==> config.mk <==
export PLATFORM = sky130hd
export DESIGN_NAME = gate_timer
export DESIGN_NICKNAME = d
export VERILOG_FILES = /design/src/rtl/hzv_pkg.sv /design/src/rtl/gate_timer_phase_timer.sv /design/src/rtl/gate_timer.sv
export SDC_FILE = /design/constraint.sdc
export NUM_CORES = 1
export LEC_CHECK = 0
export BUFFER_PORTS_ARGS = -buffer_cell sky130_fd_sc_hd__buf_2
export CAP_MARGIN = 20
export CORE_ASPECT_RATIO = 2
export CORE_MARGIN = 2
export CORE_UTILIZATION = 35
export DETAILED_ROUTE_END_ITERATION = 12
export GPL_TIMING_DRIVEN = 1
export SLEW_MARGIN = 20
export SYNTH_ARGS = -nofsm -noshare
export SYNTH_HDL_FRONTEND = slang
export SYNTH_SLANG_ARGS = --single-unit
==> constraint.sdc <==
create_clock -name clock -period 2.9 [get_ports clock]
set_clock_uncertainty 0.15 [all_clocks]
set_input_delay 0 -clock clock [delete_from_list [all_inputs] [get_ports clock]]
set_output_delay 0 -clock clock [all_outputs]
set_load 0.1 [all_outputs]
==> src/rtl/hzv_pkg.sv <==
// Shared definitions for the frequency meter: sequencer states, gate range
// encodings and gate lengths. The latch/display stage imports this too, for
// decimal point and D1/D2 decoding.
package hzv_pkg;

  typedef enum logic [2:0] {
    IDLE,
    CLEAR,
    SETTLE,
    GATE,
    HOLD,
    LATCH
  } state_t;

  typedef logic [1:0] range_t;

  localparam range_t RANGE_1S    = 2'd0;
  localparam range_t RANGE_100MS = 2'd1;
  localparam range_t RANGE_10MS  = 2'd2;

  localparam int GATE_MS_1S    = 1000;
  localparam int GATE_MS_100MS = 100;
  localparam int GATE_MS_10MS  = 10;

  // Gate length in milliseconds for a range code. Code 3 is never
  // produced, so it falls back to the 1 s gate.
  function automatic int gate_ms(input range_t r);
    int ms;
    case (r)
      RANGE_100MS: ms = GATE_MS_100MS;
      RANGE_10MS:  ms = GATE_MS_10MS;
      default:     ms = GATE_MS_1S;
    endcase
    return ms;
  endfunction

  // Autoranging step: overflow shortens the gate, a leading zero lengthens
  // it. Overflow takes priority. Both directions saturate.
  function automatic range_t step_range(input range_t r, input logic ovf,
                                        input logic under);
    range_t nr;
    nr = r;
    if (ovf) begin
      if (r != RANGE_10MS) nr = r + 2'd1;
    end else if (under) begin
      if (r != RANGE_1S) nr = r - 2'd1;
    end
    return nr;
  endfunction

endpackage

==> src/rtl/gate_timer_phase_timer.sv <==
// Loadable down-counter that times each sequencer phase. A load of N gives
// a phase lasting exactly N clocks: tc is high on the last of them.
module phase_timer #(
  parameter int W = 16
) (
  input  logic         clock,
  input  logic         reset,
  input  logic         load,
  input  logic [W-1:0] load_val,
  output logic         tc
);

  logic [W-1:0] count;

  // Reload on command, otherwise count down and park at zero
  always_ff @(posedge clock) begin
    if (reset) begin
      count <= '0;
    end else if (load) begin
      count <= load_val;
    end else if (count != '0) begin
      count <= count - W'(1);
    end
  end

  assign tc = (count == W'(1));

endmodule

==> src/rtl/gate_timer.sv <==
// Measurement sequencer for the TTL frequency meter. Generates counter
// clear/gate strobes and the display latch strobe, and autoranges the gate
// length from the counter's overflow and leading-zero flags.
module gate_timer
  import hzv_pkg::*;
#(
  parameter int TICK_DIV   = 50000,
  parameter int CLR_CYC    = 4,
  parameter int SETTLE_CYC = 4,
  parameter int HOLD_CYC   = 8,
  parameter int LATCH_CYC  = 4
) (
  input  logic       clock,
  input  logic       reset,
  input  logic       run,
  input  logic       ovf,
  input  logic       under,
  output logic       clear,
  output logic       enable,
  output logic       latch,
  output logic [1:0] range,
  output logic       done
);

  // Wide enough for the 1 s gate terminal count
  localparam int CNT_W = $clog2(1000 * TICK_DIV + 1);

  state_t             state;
  range_t             range_q;
  range_t             next_range;
  logic               ovf_s1, ovf_s2;
  logic               under_s1, under_s2;
  logic               load;
  logic [CNT_W-1:0]   load_val;
  logic               tc;

  phase_timer #(.W(CNT_W)) u_phase_timer (
    .clock    (clock),
    .reset    (reset),
    .load     (load),
    .load_val (load_val),
    .tc       (tc)
  );

  // Two-flop synchronizers for the test-clock-domain flags
  always_ff @(posedge clock) begin
    if (reset) begin
      ovf_s1   <= 1'b0;
      ovf_s2   <= 1'b0;
      under_s1 <= 1'b0;
      under_s2 <= 1'b0;
    end else begin
      ovf_s1   <= ovf;
      ovf_s2   <= ovf_s1;
      under_s1 <= under;
      under_s2 <= under_s1;
    end
  end

  // Reload the phase timer with the length of the state being entered
  always_comb begin
    load     = 1'b0;
    load_val = '0;
    case (state)
      IDLE: begin
        if (run) begin
          load     = 1'b1;
          load_val = CNT_W'(CLR_CYC);
        end
      end
      CLEAR: begin
        if (tc) begin
          load     = 1'b1;
          load_val = CNT_W'(SETTLE_CYC);
        end
      end
      SETTLE: begin
        if (tc) begin
          load     = 1'b1;
          load_val = CNT_W'(gate_ms(range_q) * TICK_DIV);
        end
      end
      GATE: begin
        if (tc) begin
          load     = 1'b1;
          load_val = CNT_W'(HOLD_CYC);
        end
      end
      HOLD: begin
        if (tc) begin
          load     = 1'b1;
          load_val = CNT_W'(LATCH_CYC);
        end
      end
      LATCH: begin
        if (tc && run) begin
          load     = 1'b1;
          load_val = CNT_W'(CLR_CYC);
        end
      end
      default: begin
        load     = 1'b0;
        load_val = '0;
      end
    endcase
  end

  // Sequencer: strobes are registered copies of the current state, so every
  // strobe (and the exported range) trails the state by one clock together
  always_ff @(posedge clock) begin
    if (reset) begin
      state      <= IDLE;
      range_q    <= RANGE_1S;
      next_range <= RANGE_1S;
      clear      <= 1'b1;
      enable     <= 1'b0;
      latch      <= 1'b0;
      done       <= 1'b0;
      range      <= RANGE_1S;
    end else begin
      clear  <= (state == IDLE) || (state == CLEAR);
      enable <= (state == GATE);
      latch  <= (state == LATCH);
      done   <= (state == LATCH) && tc;
      range  <= range_q;
      case (state)
        IDLE: begin
          if (run) state <= CLEAR;
        end
        CLEAR: begin
          if (tc) state <= SETTLE;
        end
        SETTLE: begin
          if (tc) state <= GATE;
        end
        GATE: begin
          if (tc) state <= HOLD;
        end
        HOLD: begin
          if (tc) begin
            next_range <= step_range(range_q, ovf_s2, under_s2);
            state      <= LATCH;
          end
        end
        LATCH: begin
          if (tc) begin
            range_q <= next_range;
            state   <= run ? CLEAR : IDLE;
          end
        end
        default: state <= IDLE;
      endcase
    end
  end

endmodule

=== Yosys cells after proc, flatten, opt, wreduce, memory -nomap -nowiden ===
Cells that the tools add are included.

* Output and inout bits: 6
* Bits in registers: 43
* Word-level logic and storage cells: 71
* Input port bits: 5

* Eq/ne operators: 15
* Mux-type cells: 27
* Reductions and logical operators: 12
* Multipliers: 1
* $add $sub $neg: 3

{| class="wikitable"
|+ Operators with widths
! operator !! number
|-
| 26-bit case mux with 5 select lines || 1
|-
| 26-bit 2-to-1 mux || 3
|-
| 32-bit 2-to-1 mux || 2
|-
| 32-bit by 13-bit multiplier with 22-bit output, second input constant || 1
|-
| 3-bit 2-to-1 mux || 9
|-
| 26-bit by 1-bit == test with 1-bit output, second input constant || 1
|-
| 26-bit nonzero test || 1
|-
| 26-bit by 1-bit subtractor with 26-bit output, second input constant || 1
|-
| 10-bit case mux with 2 select lines || 1
|-
| 3-bit case mux with 6 select lines || 1
|-
| 2-bit != test, second input constant || 7
|-
| 2-bit 2-to-1 mux || 4
|-
| 3-bit by 2-bit == test with 1-bit output, second input constant || 2
|-
| 3-bit == test, second input constant || 2
|-
| 6-bit AND reduction || 1
|-
| 1-bit 2-to-1 mux || 4
|-
| 4-bit 2-to-1 mux || 1
|-
| 2-bit AND reduction || 2
|-
| 2-bit nonzero test || 2
|-
| 4-bit OR reduction || 1
|-
| 3-bit by 1-bit == test with 1-bit output, second input constant || 1
|-
| 3-bit zero test || 1
|-
| 1-bit case mux with 3 select lines || 1
|-
| 2-bit by 1-bit adder with 2-bit output, second input constant || 1
|-
| other kinds (6) || 7
|}

=== Logic depth before layout (Yosys ltp) ===
Gate-level depths: netlist of the first run.

* Depth in word-level cells: 8
* Depth in mapped cells: 8
* Depth with buffers taken out: 7

=== Modules after synthesis ===
A second synthesis of the first run with hierarchy kept.

* Cells, all modules: 284
* Area, all modules: 2421.1 µm²

{| class="wikitable"
|+ By module, submodules not included
! module !! seq. area each (µm²) !! area each (µm²) !! cells each !! instances
|-
| phase_timer || 520.5 || 1516.5 || 190 || 1
|-
| gate_timer || 340.3 || 904.6 || 94 || 1
|}

=== Worst setup path after synthesis of the first run ===
No wires, ideal clock.

* Path kind: reg2reg
* Start: register u_phase_timer.count[1]
* End: register u_phase_timer.count[20]
* Period minus slack after synthesis: 2.289 ns
* Setup slack: 0.611 ns
* Stages on the path, launching flop included: 9
* Library setup time: 0.137 ns
* Required time: 2.613 ns
* Path buffers: 1
* Arrival: 2.002 ns
* Cell sequence: dfxtp_1 > inv_1 > ha_1 > nor4b_1 > nand4_2 > a211o_1 > clkbuf_1 > a31oi_2 > a211oi_1

* Cells in the longest elaborated chain, start to end: 5
* Elaborated cells on any way between the ends: 12
* Those cells by class: add/sub (1); eq/ne (1); mux (7); reduce/logical (3)

{| class="wikitable"
|+ RTL lines
! element !! RTL line !! text
|-
| from (decl) || gate_timer_phase_timer.sv:13 || <nowiki>logic [W-1:0] count;</nowiki>
|-
| from (signal assigned) || gate_timer_phase_timer.sv:20 || <nowiki>count <= load_val;</nowiki>
|-
| from (signal assigned) || gate_timer_phase_timer.sv:22 || <nowiki>count <= count - W'(1);</nowiki>
|-
| parallel branches: the longest is 5 deep, another holds 26-bit by 1-bit subtractor with 26-bit output || n/a ||
|}

Parallel ways; which one is timed is not known. The select of a mux whose other input is x is not followed.
A chain may end at the register's enable or synchronous reset.

=== Worst setup path after layout of the first run ===
* Start: register u_phase_timer.count[1]
* End: register u_phase_timer.count[15]

Same word-level chain as after synthesis.

==> results.md, run 1 <==
- Max-slew violation count: 0
- Fillcell total: 737
- Post-Synth XOR/XNOR Area: 0.0536
- Post-Syn Area: 2610 µm²
- Longest Clk Path Bufs: 2
- Setup crit end kind: flop
- Pre-CTS WS: 0.266 ns
- Unrepaired setup endpoints after global routing: false
- # diodes: 0
- Num CTS Buffers: 5
- Async SR Flop Fraction: 0
- Worst skew pair latency: 0.29 ns
- Post-Synth Simple-Gate Area: 0.298
- Vias: 2450
- Final period util: 0.911
- Main combinational cell family by area after synthesis: simple AND/OR/NAND/NOR gates
- CTS sink count: 43
- Mapped Cells: 299
- Tot GR Track Use: 0.198
- Clock transition at the registers of the reported paths: 0.06 ns
- Most common cell in the netlist: dfxtp_1
- Syn. warnings: 0
- # IOs: 11
- DRC Markers: 0
- Die H: 126 µm
- Layout cells sized above 1: 0.160
- Final ANT Viol Nets: 0
- # Post-CTS Setup Buffers: 0
- Worst Hold Class: primary input to flop
- Max_cap viols: 0
- Max transition margin: 0.621
- Crit Path Class: flop to flop
- Largest area contributor in the netlist: dfxtp_1
- Routed WL: 7.81 mm
- TritonCTS clock tree: done
- Hold WS: 0.0628 ns
- Synth top area share: 0.330
- Gpl congestion: 0.880
- Complex-gate fraction of the synthesized area: 0.216
- Crit path max fanout: 7
- Final core utilization: 0.412
- Top post-synthesis cells by area: dfxtp_1 (33%), a221oi_2 (5.2%), xnor2_1 (4.7%), ha_1 (3.8%), nor3_1 (3.6%)
- Worst-Margin Slew: 0.568 ns
- Worst Path Arrival: 2.65 ns
- Root buf cell: clkbuf_16
- Post-synth top cells: dfxtp_1 (43), nor2_1 (22), nand2_1 (20)
- Multiplexer share of the synthesized area: 0.0230
- Vias in the first global route: 2407
- Placed Instances: 399
- Layout Area Growth over Synthesis: 14.5%
- Register bit total from synthesis: 43
- EDFF count, synth: 0
- Max VDD drop: 510 µV
- Adder-Cell Fraction of Synth Area: 0.0383
- Worst EP required: 2.90 ns
- Final setup violation count: 0
- Initial antenna violation count: 0
- Setup ws final: 0.258 ns
- Slowest cell on the critical path: nor4b_1
- Site Rows: 44
- Via density per instance: 5.98
- First-pass GRT wire length: 12.3 mm
- Main synth FF type: dfxtp_1
- Nets: 332
- Die Area: 8210 µm²
- 1st-iter DRT viols: 133
- Average instance area after synthesis: 8.74 µm²
- Routed len/inst: 19.0 µm
- IO buf count: 10
- Final Non-Filler Cells: 410
- Sequential share of the synthesized area: 0.330
- CP Cell Sequence: inv_1 > ha_1 > nor4b_1 > and4_1 > nand4_1 > buf_4 > a31oi_1 > a211oi_1
- Core area: 7270 µm²
- Synth unique cells: 58
- Final hold vios: 0
- CP max stage delay: 0.41 ns
- Status: finished clean
- Starting Density: 0.360
- Largest net degree at the start of global routing: 22
- Fmax: 378 MHz
- Setup TNS: 0 ns
- Congestion Overflow GR: 0
- Post-DP HPWL: 5.94 mm
- P per Cell Area: 910 nW/µm²
- Leakage Power: 1.09 nW
- Drt pass-1 iters: 4
- Die width: 65.1 µm
- Worst setup SP type: flop
- CTS H-tree lvls: 2
- Min Tclk post-route: 2.64 ns
- Syn Nets: 312
-- routing by layer --
layer / global-route usage / share of wire / vias up
met2: 0.355 / 0.52 / 86
met5: 0 / 0 / -
li1: - / - / 1177
met1: 0.193 / 0.35 / 1148
met4: 0.168 / 0.090 / 0
met3: 0.0241 / 0.038 / 39
-- through the flow --
| stage | total power [mW] | cell area, µm² |
|---|---|---|
| 6_report | 2.72 | 2990 |
| 4_1_cts | 2.70 | 2990 |
| 2_1_floorplan | 1.83 | 2610 |
| 3_3_place_gp | 2.17 | 2810 |
| 5_1_grt | 2.88 | 2990 |
| 3_5_place_dp | 2.17 | 2810 |
-- timing repair --
action | 4_1_cts | 5_1_grt
hold endpoints to repair | 11 | 0
hold buffers | 5 | 0
resized for setup | 0 | 0
-- sequential cells by signal (all words and copies together) (netlist names) --
| register | flops |
|---|---|
| range_q | 2 |
| next_range | 2 |
| enable | 1 |
| under_s1 | 1 |
| latch | 1 |
| range | 2 |
| done | 1 |
| under_s2 | 1 |
| clear | 1 |
| ovf_s2 | 1 |
| ovf_s1 | 1 |
| state | 3 |
| u_phase_timer.count | 26 |
-- worst max-delay path, delay by kind of cell (launching register included) --
| kind | cells | cell delay (ns) |
|---|---|---|
| and+or+nand+nor | 3 | 1.00 |
| adders and majority gates | 1 | 0.21 |
| DFF | 1 | 0.32 |
| AOI/OAI and AO/OA | 2 | 0.48 |
| buffers and inverters | 2 | 0.35 |
-- power by group --
| group | internal [mW] | total (mW) | leakage [nW] | switching (mW) |
|---|---|---|---|---|
| clock | 0.310 | 0.526 | 0.0628 | 0.217 |
| combinational | 0.553 | 1.40 | 0.680 | 0.849 |
| sequential | 0.684 | 0.794 | 0.351 | 0.111 |
-- cell usage in the layout, fill, tap and decap left out, types with 3 or more instances in the layout --
cell type	synthesis	routed
dfxtp_1	43	43
nor2_1	22	22
nand2_1	20	20
nor3_1	19	19
xnor2_1	14	14
buf_4	0	14
nand4_1	11	11
nor4_1	11	11
inv_1	10	10
buf_2	3	10
a221oi_2	9	9
a21oi_1	8	8
ha_1	8	8
o21ai_0	7	7
nand3_1	7	7
nand2b_1	6	6
or3_1	6	6
nor2b_1	6	6
a211oi_1	6	6
mux2i_1	6	6
o31ai_1	5	5
clkbuf_16	0	5
dlygate4sd3_1	0	5
and4_1	4	4
a22oi_1	4	4
o21a_1	3	3
nor3_2	3	3
a211o_1	3	3
o31a_1	3	3
a221oi_1	3	3
nand4b_1	3	3
-- cells by family after synthesis --
group,Yosys count
flip-flops,43
XOR/XNOR,16
multiplexers,6
buffers and inverters,26
AND/OR/NAND/NOR,132
AO/OA/AOI/OAI,68
adder cells (fa/ha/maj),8
-- layout make-up --
type | count | area, µm² | area share
multi-input cells | 230 | 1640 | 0.549
flip-flops and latches | 43 | 861 | 0.288
repair buffers | 29 | 205 | 0.0686
clock buffers | 6 | 129 | 0.0431
well taps | 92 | 115 | 0.0385
inverters | 10 | 37.5 | 0.0126
-- final timing paths --
path	from	slack, ns	cells past startpoint	end
worst max register to register	u_phase_timer.count[1]	0.26	8	u_phase_timer.count[15]
worst min register to register	under_s1	0.28	1	under_s2
worst min-delay path	run	0.06	3	state[0]
worst max-delay path	u_phase_timer.count[1]	0.26	8	u_phase_timer.count[15]
No activity file was read; power rests on OpenSTA's default activity.
==> run 2, diff against run 1 <==
--- a/config.mk
+++ b/config.mk
@@ -6,5 +6,4 @@
 export NUM_CORES = 1
 export LEC_CHECK = 0
-export BUFFER_PORTS_ARGS = -buffer_cell sky130_fd_sc_hd__buf_2
 export CAP_MARGIN = 20
 export CORE_ASPECT_RATIO = 2
@@ -12,4 +11,5 @@
 export CORE_UTILIZATION = 35
 export DETAILED_ROUTE_END_ITERATION = 12
+export DONT_BUFFER_PORTS = 1
 export GPL_TIMING_DRIVEN = 1
 export SLEW_MARGIN = 20
==> constraint.sdc (replaced) <==
create_clock -name clock -period 2.9 [get_ports clock]
set_clock_uncertainty 0.15 [all_clocks]
set_input_delay 0.29 -clock clock [delete_from_list [all_inputs] [get_ports clock]]
set_output_delay 0.29 -clock clock [all_outputs]
set_load 0.1 [all_outputs]
==> results.md, run 2 (synthesized netlist as in run 1, its figures left out) <==
- Worst setup SP type: flop
- Grt met1 use: 0.173 (-0.0203)
- Final Non-Filler Cells: 402 (-2.0%)
- Congestion Overflow GR: 0 (unchanged)
- Max transition margin: 0.371 (-0.250)
- Crit path max fanout: 20 (+13)
- Layout cells sized above 1: 0.155 (-0.00554)
- Worst EP required: 2.95 ns (+0.05 ns)
- 1st-iter DRT viols: 70 (-47%)
- DRC Markers: 0 (unchanged)
- Gr busiest metal: met2
- Largest registers: u_phase_timer.count (26), state (3)
- Final hold vios: 0 (unchanged)
- Pre-CTS WS: 0.191 ns (-0.0756 ns)
- Total design power: 2.97 mW (+9.1%)
- Status: finished clean
- Routed len/inst: 19.7 µm (+3.2%)
- CTS H-tree lvls: 2 (unchanged)
- CTS sink count: 43 (unchanged)
- Clock transition at the registers of the reported paths: 0.06 ns (about the same)
- IO buf count: 0 (-10)
- Num CTS Buffers: 5 (unchanged)
- Initial antenna violation count: 0 (unchanged)
- Setup ws final: 0.206 ns (-0.0519 ns)
- Layout Area Growth over Synthesis: 15.1%
- Max-slew violation count: 0 (unchanged)
- GR Util met2: 0.379 (+0.0237)
- Largest net degree at the start of global routing: 23 (+4.5%)
- Worst skew pair latency: 0.29 ns (about the same)
- Root buf cell: clkbuf_16
- P per Cell Area: 988 nW/µm² (+8.5%)
- Reg area: 861 µm² (unchanged)
- Fillcell total: 756 (+2.6%)
- Tot GR Track Use: 0.204 (+0.00553)
- Fmax: 371 MHz (-1.9%)
- Leading cell type in the layout, fill and taps excluded: dfxtp_1
- Via density per instance: 6.04 (+1.0%)
- Final ANT Viol Nets: 0 (unchanged)
- Setup TNS: 0 ns (unchanged)
- Vias in the first global route: 2499 (+3.8%)
- Setup crit end kind: flop
- Site Rows: 44 (unchanged)
- Nets: 322 (-3.0%)
- Gpl congestion: 0.932 (+5.9%)
- TritonCTS clock tree: done
- Routed WL: 7.91 mm (+1.2%)
- Max reg flops: 26 (unchanged)
- # diodes: 0 (unchanged)
- Post-DP HPWL: 5.98 mm (+0.67%)
- Unrepaired setup endpoints after global routing: false
- Drt pass-1 iters: 4 (unchanged)
- Worst Hold Class: primary input to flop
- Worst-Margin Slew: 0.943 ns (+0.375 ns)
- Final setup violation count: 0 (unchanged)
- Die width: 65.1 µm (unchanged)
- Longest Clk Path Bufs: 2 (unchanged)
- Hold WS: 0.0165 ns (-0.0464 ns)
- Area of the multi-input gates: 1650 µm² (+0.46%)
- Core area: 7270 µm² (unchanged)
- Max_cap viols: 0 (unchanged)
- Die H: 126 µm (unchanged)
- Final period util: 0.929 (+0.0179)
- Leakage Power: 1.07 nW (-2.0%)
- Vias: 2427 (-0.94%)
- # IOs: 11 (unchanged)
- Most frequent cells in the layout: dfxtp_1 (43), nor2_1 (21), nand2_1 (20)
- Met3 GRT Util: 0.0268 (+0.00268)
- Die Area: 8210 µm² (unchanged)
- Worst Path Arrival: 2.74 ns (+0.09 ns)
- Max VDD drop: 637 µV (+25%)
- Crit Path Class: flop to flop
- Min Tclk post-route: 2.69 ns (+0.0519 ns)
- Largest register by flop count: u_phase_timer.count
- Starting Density: 0.360 (unchanged)
- Placed Instances: 391 (-2.0%)
- First-pass GRT wire length: 12.6 mm (+2.0%)
run 2: cell count changes in the layout (fill, tap and decap cells not counted), moves of 2 or more:
cell / previous run / this run
buf_4: 14 / 16
dlygate4sd3_1: 5 / 3
bufinv_16: 0 / 2
buf_2: 10 / 0
run 2: worst paths after layout:
| path | from | to | slack (ns) | depth (start not counted) |
|---|---|---|---|---|
| setup reg to reg | u_phase_timer.count[20] | u_phase_timer.count[7] | 0.21 | 5 |
| hold reg to reg | ovf_s1 | ovf_s2 | 0.29 | 1 |
| setup / recovery | u_phase_timer.count[20] | u_phase_timer.count[7] | 0.21 | 5 |
| hold / removal | reset | u_phase_timer.count[5] | 0.02 | 2 |
run 2: per-stage QoR:
stage           util  cell area, µm²
3_5_place_dp   0.382            2780
4_1_cts        0.413            3000
5_1_grt        0.414            3010
3_3_place_gp   0.382            2780
2_1_floorplan      -            2610
6_report       0.414            3010
run 2: final cells by class:
| class | count | area share |
|---|---|---|
| Clock inverter | 3 | 0.0225 |
| Clock buffer | 5 | 0.0416 |
| Timing Repair Buffer | 19 | 0.0499 |
| Multi-Input combinational cell | 230 | 0.549 |
| Tap cell | 92 | 0.0383 |
| Sequential cell | 43 | 0.286 |
| Inverter | 10 | 0.0125 |
run 2: timing repair:
action / CTS / global route
endpoints found under the setup margin: 0 / 4
gates resized for setup: 0 / 2
hold endpoints to repair: 18 / 0
hold buffers: 3 / 0
setup buffers: 0 / 0
run 2: critical path, cell delays in order, from the launching register on:
cell,delay (ns)
dfxtp_1,0.35
or4_4,0.58
nor3_4,0.22
nand4_2,0.19
a211o_1,0.69
a221oi_1,0.41
run 2: layer usage:
layer	vias to the layer above	wire [µm]
li1	1157	-
met1	1172	2590
met2	62	4430
met3	36	212
met4	0	667
met5	-	0
run 2: report_power, final:
group / switching, mW / total (mW) / internal (mW)
registers: 0.105 / 0.788 / 0.683
logic: 0.884 / 1.44 / 0.558
clock network: 0.246 / 0.739 / 0.493
total: 1.24 / 2.97 / 1.73
==> run 3, diff against run 2 <==
SYNTH_HIERARCHICAL = 1   (was unset)
clock period = 3.09 ns   (was 2.9 ns; I/O delays follow)
==> results.md, run 3 <==
- Failing checks: hold timing
- Mapped Cells: 284 (-5.0%)
- # IOs: 11 (unchanged)
- IO buf count: 0 (unchanged)
- Largest area contributor in the netlist: dfxtp_1
- Post-Synth XOR/XNOR Area: 0.0470 (-0.00661)
- Main synth FF type: dfxtp_1
- Slowest cell on the critical path: or4_4
- EDFF count, synth: 0 (unchanged)
- Post-DP Area: 2570 µm² (-7.4%)
- CTS sink count: 43 (unchanged)
- Synth top area share: 0.356 (+0.0261)
- Most frequent cells in the layout: dfxtp_1 (40), nor2_1 (35), nor3_1 (15)
- Most used cell, CP: or4_4
- Main combinational cell family by area after synthesis: simple AND/OR/NAND/NOR gates
- Final period util: 0.969 (+0.0397)
- Most common cell in the netlist: dfxtp_1
- Hold WS: -0.000140 ns (-0.0166 ns)
- Layout cells sized above 1: 0.179 (+0.0239)
- First-pass GRT wire length: 9.99 mm (-21%)
- Syn. warnings: 6 (+6)
- Fmax: 334 MHz (-10%)
- Worst path bufs/invs: 0 (unchanged)
- CTS H-tree lvls: 2 (unchanged)
- Clock transition at the registers of the reported paths: 0.06 ns (about the same)
- Max VDD drop: 508 µV (-20%)
- Unrepaired setup endpoints after global routing: true
- Post-Synth Simple-Gate Area: 0.316 (+0.0174)
- Met1 WL: 2.17 mm (-16%)
- Final ANT Viol Nets: 0 (unchanged)
- DRC Markers: 0 (unchanged)
- Worst Hold Class: primary input to flop
- Site Rows: 42 (-4.5%)
- Final standard cell area without fillers: 2820 µm² (-6.2%)
- Average instance area after synthesis: 8.52 µm² (-2.4%)
- Worst skew pair latency: 0.29 ns (about the same)
- Delay-heaviest family, CP: simple AND/OR/NAND/NOR gates
- Final setup violation count: 0 (unchanged)
- Initial antenna violation count: 0 (unchanged)
- Setup crit end kind: flop
- Leakage Power: 1.03 nW (-3.7%)
- CP max stage delay: 0.57 ns (-0.12 ns)
- Via density per instance: 5.59 (-7.4%)
- Async SR Flop Fraction: 0 (unchanged)
- Leading cell type in the layout, fill and taps excluded: dfxtp_1
- Synth unique cells: 61 (+5.2%)
- Final hold vios: 1 (+1)
- Post-synth top cells: dfxtp_1 (43), nor2_1 (36), nor3_1 (15)
- Setup TNS: 0 ns (unchanged)
- Vias in the first global route: 2100 (-16%)
- Max_cap viols: 0 (unchanged)
- 1st-iter DRT viols: 70 (unchanged)
- Top routing layer used: met4
- Die Area: 7640 µm² (-7.0%)
- Die H: 122 µm (-3.6%)
- CP Cell Sequence: or4_4 > or4_4 > nor2_4 > mux2_4 > a22oi_2 > o21ai_4 > nor3_4 > or2_4 > a211oi_1
- Post-DP HPWL: 4.28 mm (-28%)
- Core area: 6670 µm² (-8.2%)
- Starting Density: 0.363 (+0.00326)
- Gpl congestion: 0.803 (-14%)
- Max reg flops: 26 (unchanged)
- Nets: 303 (-5.9%)
- Crit path max fanout: 13 (-35%)
- Met2 Routed Length: 3.52 mm (-21%)
- Post-Syn Area: 2420 µm² (-7.3%)
- Complex-gate fraction of the synthesized area: 0.157 (-0.0589)
- Largest net degree at the start of global routing: 33 (+43%)
- WL met3: 141 µm (-33%)
- Status: finished, violations left
- Worst EP required: 3.14 ns (+0.19 ns)
- Pre-CTS WS: 0.105 ns (-0.0855 ns)
- Routed len/inst: 16.2 µm (-18%)
- Sequential share of the synthesized area: 0.356 (+0.0261)
- Die width: 62.8 µm (-3.5%)
- Vias: 2118 (-13%)
- Multiplexer share of the synthesized area: 0.0171 (-0.00593)
- Worst Path Arrival: 3.04 ns (+0.30 ns)
- Adder-Cell Fraction of Synth Area: 0.0460 (+0.00768)
- Longest Clk Path Bufs: 2 (unchanged)
- Routed WL: 6.13 mm (-23%)
- Largest registers: u_phase_timer/count (26), state (3)
- Max-slew violation count: 0 (unchanged)
- Top post-synthesis cells by area: dfxtp_1 (36%), nor2_1 (5.6%), ha_1 (4.1%), xnor2_1 (4.0%), a211oi_1 (3.4%)
- Largest register by flop count: u_phase_timer/count
- P per Cell Area: 687 nW/µm² (-30%)
- # diodes: 0 (unchanged)
- Register bit total from synthesis: 43 (unchanged)
- Crit Path Class: flop to flop
- Tot GR Track Use: 0.170 (-0.0340)
- TritonCTS clock tree: done
- Congestion Overflow GR: 0 (unchanged)
- Drt pass-1 iters: 5 (+1)
- Min Tclk post-route: 2.99 ns (+0.299 ns)
- Layout Area Growth over Synthesis: 16.5%
- Worst-Margin Slew: 0.939 ns (-0.00414 ns)
- Max transition margin: 0.373 (+0.00190)
- Num CTS Buffers: 5 (unchanged)
- Setup ws final: 0.0965 ns (-0.109 ns)
- Worst setup SP type: flop
- Root buf cell: clkbuf_16
[run 3: worst paths after layout]
| kind | start | to | slack (ns) | cells after the start |
|---|---|---|---|---|
| setup / recovery | u_phase_timer/count[21] | u_phase_timer/count[21] | 0.1 | 9 |
| hold / removal | ovf | ovf_s1 | -0.0001 | 1 |
| setup reg to reg | u_phase_timer/count[21] | u_phase_timer/count[21] | 0.1 | 9 |
| hold reg to reg | ovf_s1 | ovf_s2 | 0.30 | 1 |
[run 3: metrics by stage]
stage,utilization,power [mW],instances
floorplan,-,1.12,286
global placement,0.385,1.22,367
detailed placement,0.385,1.23,367
CTS,0.418,1.94,377
global route,0.423,2.03,379
finish,0.423,1.94,379
[run 3: routing by layer]
metal	up-vias	global-route usage
met2	46	0.331
met5	-	0
met3	22	0.0286
li1	1031	-
met4	0	0.124
met1	1019	0.153
[run 3: final cells by class]
type | count | area, µm²
Fill cell | 664 | 3850
Multi-Input combinational cell | 215 | 1480
Sequential cell | 43 | 865
Timing Repair Buffer | 14 | 136
Clock buffer | 5 | 125
Tap cell | 88 | 110
Clock inverter | 3 | 67.6
Inverter | 11 | 42.5
[run 3: cell families after synthesis]
kind of cell             after synthesis
other                                  1
adder cells (fa/ha/maj)                9
buffers and inverters                 28
AND/OR/NAND/NOR                      131
AO/OA/AOI/OAI                         55
flip-flops                            43
XOR/XNOR                              13
multiplexers                           4
[run 3: what timing repair did]
item	in CTS	in global routing
endpoints found under the setup margin	0	12
endpoints found under the hold margin	27	0
setup buffers	0	2
gates resized for setup	0	3
hold buffers	2	0
[run 3: power breakdown]
part / switching [mW] / internal [mW]
combinational: 0.311 / 0.251
sequential: 0.0685 / 0.616
clock: 0.229 / 0.463
total: 0.609 / 1.33
